## config.mk

```make
export PLATFORM = sky130hd
export DESIGN_NAME = neuron_mac_ctrl_flat
export DESIGN_NICKNAME = d
export VERILOG_FILES = /design/src/rtl/neuron_mac_ctrl_if.sv /design/src/rtl/neuron_mac_ctrl.sv /design/src/flat_wrapper.sv
export SDC_FILE = /design/constraint.sdc
export NUM_CORES = 1
export LEC_CHECK = 0
export BUFFER_PORTS_ARGS = -buffer_cell sky130_fd_sc_hd__buf_2
export CORE_MARGIN = 2
export CORE_UTILIZATION = 55
export CTS_CLUSTER_SIZE = 16
export DETAILED_ROUTE_END_ITERATION = 8
export PLACE_DENSITY = 0.78
export SETUP_SLACK_MARGIN = 0.15
export SYNTH_ARGS = -nofsm -noshare
export SYNTH_HDL_FRONTEND = slang
export SYNTH_SLANG_ARGS = --single-unit
export TNS_END_PERCENT = 10
```

## constraint.sdc

```tcl
create_clock -name clk -period 6 [get_ports clk]
set_input_delay 0.6 -clock clk [delete_from_list [all_inputs] [get_ports clk]]
set_output_delay 0.6 -clock clk [all_outputs]
set_load 0.02 [all_outputs]
```

## src/rtl/neuron_mac_ctrl_if.sv

```systemverilog
// Handshake bundle between the layer scheduler / multiply unit / operand
// buffers (master side) and the neuron MAC sequencer (slave side).
interface neuron_mac_ctrl_if #(
    parameter int DATA_W = 16,
    parameter int ADDR_W = 8
);
    logic                     start;
    logic [ADDR_W:0]          n_in;
    logic signed [DATA_W-1:0] bias;
    logic [ADDR_W-1:0]        rd_addr;
    logic                     rd_en;
    logic                     df_rdy;
    logic                     mu_rdy;
    logic signed [DATA_W-1:0] mu_out;
    logic                     busy;
    logic                     done;
    logic signed [DATA_W-1:0] sum;

    modport master (
        output start, n_in, bias, mu_rdy, mu_out,
        input  rd_addr, rd_en, df_rdy, busy, done, sum
    );

    modport slave (
        input  start, n_in, bias, mu_rdy, mu_out,
        output rd_addr, rd_en, df_rdy, busy, done, sum
    );
endinterface

```

## src/rtl/neuron_mac_ctrl.sv

```systemverilog
// Sequences one neuron's dot product through the shared multiply unit and
// accumulates the products onto a bias with per-step signed saturation.
module neuron_mac_ctrl #(
    parameter int DATA_W = 16,
    parameter int ADDR_W = 8
) (
    input logic              clk,
    input logic              reset,
    neuron_mac_ctrl_if.slave bus
);
    typedef enum logic [2:0] {
        S_IDLE = 3'd0,
        S_READ = 3'd1,
        S_LOAD = 3'd2,
        S_WAIT = 3'd3,
        S_ACC  = 3'd4,
        S_DONE = 3'd5
    } state_t;

    localparam logic signed [DATA_W-1:0] SAT_MAX = {1'b0, {(DATA_W-1){1'b1}}};
    localparam logic signed [DATA_W-1:0] SAT_MIN = {1'b1, {(DATA_W-1){1'b0}}};
    localparam logic [ADDR_W-1:0]        IDX_ONE = {{(ADDR_W-1){1'b0}}, 1'b1};
    localparam logic [ADDR_W:0]          N_ONE   = {{ADDR_W{1'b0}}, 1'b1};

    // Overflow shows up as a mismatch of the two top bits of the widened sum.
    function automatic logic signed [DATA_W-1:0] sat_add(
        input logic signed [DATA_W-1:0] a,
        input logic signed [DATA_W-1:0] b
    );
        logic signed [DATA_W:0]   s;
        logic signed [DATA_W-1:0] r;
        s = $signed({a[DATA_W-1], a}) + $signed({b[DATA_W-1], b});
        if (s[DATA_W] != s[DATA_W-1]) begin
            r = s[DATA_W] ? SAT_MIN : SAT_MAX;
        end else begin
            r = s[DATA_W-1:0];
        end
        return r;
    endfunction

    state_t                   state_q, state_d;
    logic [ADDR_W:0]          n_q, n_d;
    logic [ADDR_W-1:0]        idx_q, idx_d;
    logic signed [DATA_W-1:0] acc_q, acc_d;
    logic signed [DATA_W-1:0] prod_q, prod_d;
    logic signed [DATA_W-1:0] sum_q, sum_d;
    logic [ADDR_W-1:0]        rd_addr_q, rd_addr_d;
    logic                     rd_en_q, rd_en_d;
    logic                     df_rdy_q, df_rdy_d;
    logic                     busy_q, busy_d;
    logic                     done_q, done_d;

    // State register and registered outputs.
    always_ff @(posedge clk or posedge reset) begin
        if (reset) begin
            state_q   <= S_IDLE;
            n_q       <= '0;
            idx_q     <= '0;
            acc_q     <= '0;
            prod_q    <= '0;
            sum_q     <= '0;
            rd_addr_q <= '0;
            rd_en_q   <= 1'b0;
            df_rdy_q  <= 1'b0;
            busy_q    <= 1'b0;
            done_q    <= 1'b0;
        end else begin
            state_q   <= state_d;
            n_q       <= n_d;
            idx_q     <= idx_d;
            acc_q     <= acc_d;
            prod_q    <= prod_d;
            sum_q     <= sum_d;
            rd_addr_q <= rd_addr_d;
            rd_en_q   <= rd_en_d;
            df_rdy_q  <= df_rdy_d;
            busy_q    <= busy_d;
            done_q    <= done_d;
        end
    end

    // Next-state sequencing; outputs are decoded from the next state so they
    // leave the flops aligned with the state they belong to.
    always_comb begin
        state_d = state_q;
        n_d     = n_q;
        idx_d   = idx_q;
        acc_d   = acc_q;
        prod_d  = prod_q;
        case (state_q)
            S_IDLE: begin
                if (bus.start) begin
                    n_d   = bus.n_in;
                    acc_d = bus.bias;
                    idx_d = '0;
                    if (bus.n_in == {(ADDR_W+1){1'b0}}) begin
                        state_d = S_DONE;
                    end else begin
                        state_d = S_READ;
                    end
                end else begin
                    state_d = S_IDLE;
                end
            end
            S_READ: state_d = S_LOAD;
            S_LOAD: state_d = S_WAIT;
            S_WAIT: begin
                if (bus.mu_rdy) begin
                    prod_d  = bus.mu_out;
                    state_d = S_ACC;
                end else begin
                    state_d = S_WAIT;
                end
            end
            S_ACC: begin
                acc_d = sat_add(acc_q, prod_q);
                if ({1'b0, idx_q} == (n_q - N_ONE)) begin
                    state_d = S_DONE;
                end else begin
                    idx_d   = idx_q + IDX_ONE;
                    state_d = S_READ;
                end
            end
            S_DONE:  state_d = S_IDLE;
            default: state_d = S_IDLE;
        endcase

        rd_en_d   = (state_d == S_READ);
        df_rdy_d  = (state_d == S_LOAD);
        done_d    = (state_d == S_DONE);
        busy_d    = (state_d != S_IDLE);
        rd_addr_d = rd_en_d ? idx_d : rd_addr_q;
        sum_d     = done_d ? acc_d : sum_q;
    end

    assign bus.rd_addr = rd_addr_q;
    assign bus.rd_en   = rd_en_q;
    assign bus.df_rdy  = df_rdy_q;
    assign bus.busy    = busy_q;
    assign bus.done    = done_q;
    assign bus.sum     = sum_q;
endmodule

```

## src/flat_wrapper.sv

```systemverilog
// flat-port wrapper written by rule: the top's interface ports become plain ports
module neuron_mac_ctrl_flat 
#(
    parameter int DATA_W = 16,
    parameter int ADDR_W = 8
)
  (clk, reset, bus_start, bus_n_in, bus_bias, bus_mu_rdy, bus_mu_out, bus_rd_addr, bus_rd_en, bus_df_rdy, bus_busy, bus_done, bus_sum);
  neuron_mac_ctrl_if #(.DATA_W(DATA_W), .ADDR_W(ADDR_W)) bus_i ();
  input logic clk;
  input logic reset;
  input wire logic [$bits(bus_i.start)-1:0] bus_start;
  input wire logic [$bits(bus_i.n_in)-1:0] bus_n_in;
  input wire logic [$bits(bus_i.bias)-1:0] bus_bias;
  input wire logic [$bits(bus_i.mu_rdy)-1:0] bus_mu_rdy;
  input wire logic [$bits(bus_i.mu_out)-1:0] bus_mu_out;
  output wire logic [$bits(bus_i.rd_addr)-1:0] bus_rd_addr;
  output wire logic [$bits(bus_i.rd_en)-1:0] bus_rd_en;
  output wire logic [$bits(bus_i.df_rdy)-1:0] bus_df_rdy;
  output wire logic [$bits(bus_i.busy)-1:0] bus_busy;
  output wire logic [$bits(bus_i.done)-1:0] bus_done;
  output wire logic [$bits(bus_i.sum)-1:0] bus_sum;
  assign bus_i.start = bus_start;
  assign bus_i.n_in = bus_n_in;
  assign bus_i.bias = bus_bias;
  assign bus_i.mu_rdy = bus_mu_rdy;
  assign bus_i.mu_out = bus_mu_out;
  assign bus_rd_addr = bus_i.rd_addr;
  assign bus_rd_en = bus_i.rd_en;
  assign bus_df_rdy = bus_i.df_rdy;
  assign bus_busy = bus_i.busy;
  assign bus_done = bus_i.done;
  assign bus_sum = bus_i.sum;
  neuron_mac_ctrl #(.DATA_W(DATA_W), .ADDR_W(ADDR_W)) u_core (.clk(clk), .reset(reset), .bus(bus_i));
endmodule
```

==> flow_summary_export.csv <==
group,metric,value,unit
pwr,power.switching,1.52,mW
final_layout,diodes,0,
setup_path,path_buf_inv,0,
timing,post-route-period-util,61.2,%
timing,worstMarginPinSlew,975,ps
logic_synthesis,synthCells,459,
final_layout,final_cell_mix,"dfrtp_1, buf_2, nand2_1",
timing,max-slew-margin-rel,35.0,%
setup_path,cp_slowest_cell,"dfrtp_1",
hold_path,hold_depth,3,
floorplan,die-area,9080,sq um
clock_network,clk_pin_slew_worst_paths,80,ps
clock_network,cts_tree,"yes",
setup_path,cp.arrival,3920,ps
setup_path,cp_max_fo,26,
global_routing,track_usage,26.0,%
pwr,pwr-share-clk,14.0,%
final_layout,final_common_cell,"dfrtp_1",
pwr,power_frac_seq,29.2,%
clock_network,cts_max_level,3,
logic_synthesis,async_flop_share,100,%
floorplan,die_w,95.3,um
setup_path,reg2reg_from,"u_core.state_q[2]",
timing,tns,0,ps
pwr,p_per_area,641,nW/um^2
route,drc,0,
clock_network,cts_buffer_depth,2,
route,drt-total-wl,11000,um
timing,rsz0062_at_grt,"no",
placed_design,place_congestion,0.945,
setup_path,cpPeakStageDelay,710,ps
logic_synthesis,syn_area,4580,sq um
final_layout,drive_gt1_share,27.0,%
clock_network,post_cts_resized,0,
logic_synthesis,yosys-top-cells-area,"dfrtp_1, mux2_2, ha_1",
hold_path,hold_class,"in2reg",
clock_network,cts_hold_buf,0,
floorplan,rows,33,
floorplan,ios,73,
global_routing,grt_max_degree,81,
setup_path,critical_path_class,"reg2reg",
pwr,p_leak,2.40,nW
final_layout,regArea,2000,sq um
clock_network,clock_sinks,80,
timing,skew,11.7,ps
global_routing,global_route.overflow_total,0,
final_layout,nets,585,
logic_synthesis,avgSynthCellArea,9.98,sq um
final_layout,multi_input_comb_area,2440,sq um
setup_path,crit_chain,"nand3b_1, or4_1, o41ai_1, a22oi_1, nor2_4, mux2_2",
run_status,outcome,"completed",
setup_path,crit_family,"simple AND/OR/NAND/NOR gates",
clock_network,cts_made_buffers,9,
setup_path,critPathRequiredTime,6250,ps
logic_synthesis,synth_nets,523,
pwr,intPower,1.83,mW
logic_synthesis,synth_flop_cell,"dfrtp_1",
floorplan,core-area,8130,sq um
pwr,p_comb_share,56.8,%
pwr,ir_drop,0.322,mV
placed_design,place_area,5000,sq um
floorplan,die_h,95.3,um
clock_network,cts-root-buf,"clkbuf_8",
setup_path,rrSetupSlack,2330,ps
logic_synthesis,ys_seq_area_share,43.7,%
setup_path,start_kind,"flip-flop",
setup_path,worst_setup_path_end_kind,"flip-flop",
timing,final.min_clock_period,3670,ps
final_layout,nFillCells,629,
final_layout,synthToLayoutAreaGrowth,14.2,%
logic_synthesis,ys_warn_count,0,
logic_synthesis,synth-edff-count,0,
timing,finalSetupViolations,0,
route,dr.first_iter.drc_count,321,
timing,finalMaxSlewViolations,0,
timing,hold_viol,0,
setup_path,r2r_end,"u_core.bus.sum[5]",
route,drtAntennaViolNets,0,
route,num_vias,3879,
global_routing,grt_pass1_wl,18100,um
logic_synthesis,yosysTopAreaCell,"dfrtp_1",
clock_network,clk_latency,370,ps
placed_design,dp.cells,615,
floorplan,start_util,56.3,%
logic_synthesis,yosysUniqueCellTypes,63,
route,avgRoutedWirePerCell,17.5,um
clock_network,postCtsSetupBuffers,0,
timing,fmax,273,MHz
global_routing,grt_pass1_vias,3706,
placed_design,io_buffers,72,
final_layout,final_core_util,64.3,%
pwr,swShare,45.4,%
route,firstDrtPassIters,7,
route,vias_per_cell,6.15,
final_layout,finalNonFillerCells,631,
job,cap_violations,0,
hold_path,min_from,"bus_n_in[5]",
logic_synthesis,netlist.area_leader.share,43.7,%
placed_design,dp_hpwl,7830,um
final_layout,final_cell_area,5230,sq um
global_routing,grt_antenna_before_repair,0,
logic_synthesis,synth-seq-cells,80,
hold_path,min_to,"u_core.n_q[5]",
setup_path,reg2reg_depth,6,
[routing by layer]
layer  part of all wire (%)  GRT usage, %  up-vias
met4                    2.4          9.66        0
li1                       -             -     1786
met5                      0             0        -
met3                    7.8          6.09       27
met2                     44          37.9      194
met1                     46          37.8     1872
[cell families (layout without fill, tap and decap cells)]
group / Yosys count / count (layout) / synth area share [%]
simple gates: 149 / 149 / 16.7
compound gates: 112 / 112 / 16.4
flops: 80 / 80 / 43.7
mux: 45 / 45 / 11.0
buf+inv: 34 / 101 / 3.00
fa+ha+maj: 20 / 20 / 5.57
xor+xnor: 19 / 19 / 3.63
[power groups by stage]
stage | clock [mW] | combinational (mW) | sequential (mW)
2_1_floorplan | 0 | 1.38 | 1.01
3_3_place_gp | 0 | 1.79 | 0.973
3_5_place_dp | 0 | 1.85 | 0.983
4_1_cts | 0.474 | 1.87 | 0.974
5_1_grt | 0.497 | 2.09 | 1.01
6_report | 0.469 | 1.91 | 0.981
[flip-flops by register name, indices dropped and copies added (netlist names)]
signal	flops
u_core.bus.rd_en	1
u_core.n_q	9
u_core.bus.busy	1
u_core.prod_q	16
u_core.bus.rd_addr	8
u_core.idx_q	8
u_core.bus.df_rdy	1
u_core.state_q	3
u_core.acc_q	16
u_core.bus.sum	16
u_core.bus.done	1
[stage by stage]
step,total power [mW],worst slack [ps],hold WS [ps]
after floorplan,2.39,3050,460
after global placement,2.76,2370,463
after detailed placement,2.83,2170,474
after CTS,3.32,2390,437
after global routing,3.60,2070,448
final,3.36,2330,439
[worst reg2reg max path, stage by stage (launching register included)]
cell	delay, ps
dfrtp_1	710
nand3b_1	640
or4_1	570
o41ai_1	520
a22oi_1	210
nor2_4	500
mux2_2	410
[synthesized netlist by cell type, types with 5 or more instances]
library cell and n:
o21ai_0 14, nand3_1 18, ha_1 18, clkbuf_1 17
o221ai_1 7, nand2b_1 12, and3_1 6, mux2i_1 5
nor2_1 24, a21o_1 7, xnor2_1 5, nand2_1 49
a21oi_1 37, o211ai_1 10, dfrtp_1 80, buf_2 5
nor3_1 5, nor2b_1 9, a31oi_1 7, inv_1 9
xor2_1 14, mux2_2 38
[how the worst max path moves through the flow]
stage | from | endpoint | slack (ps) | depth (start not counted)
after detailed placement | bus_start | u_core.bus.sum[10] | 2170 | 7
after global routing | u_core.state_q[2] | u_core.bus.sum[1] | 2070 | 6
after global placement | bus_start | u_core.bus.sum[0] | 2370 | 7
after CTS | u_core.state_q[2] | u_core.bus.sum[5] | 2390 | 6
final | u_core.state_q[2] | u_core.bus.sum[5] | 2330 | 6
after floorplan | u_core.prod_q[0] | u_core.bus.sum[12] | 3050 | 10
[cell type report]
type                    count  area share [%]
clock buffers              11            2.89
clock inverters             5            1.63
inverters                  10           0.741
multi-input cells         345            46.7
flip-flops and latches     80            38.3
well taps                 105            2.51
repair buffers             75            7.32
Power figures use the tool's default switching activity.
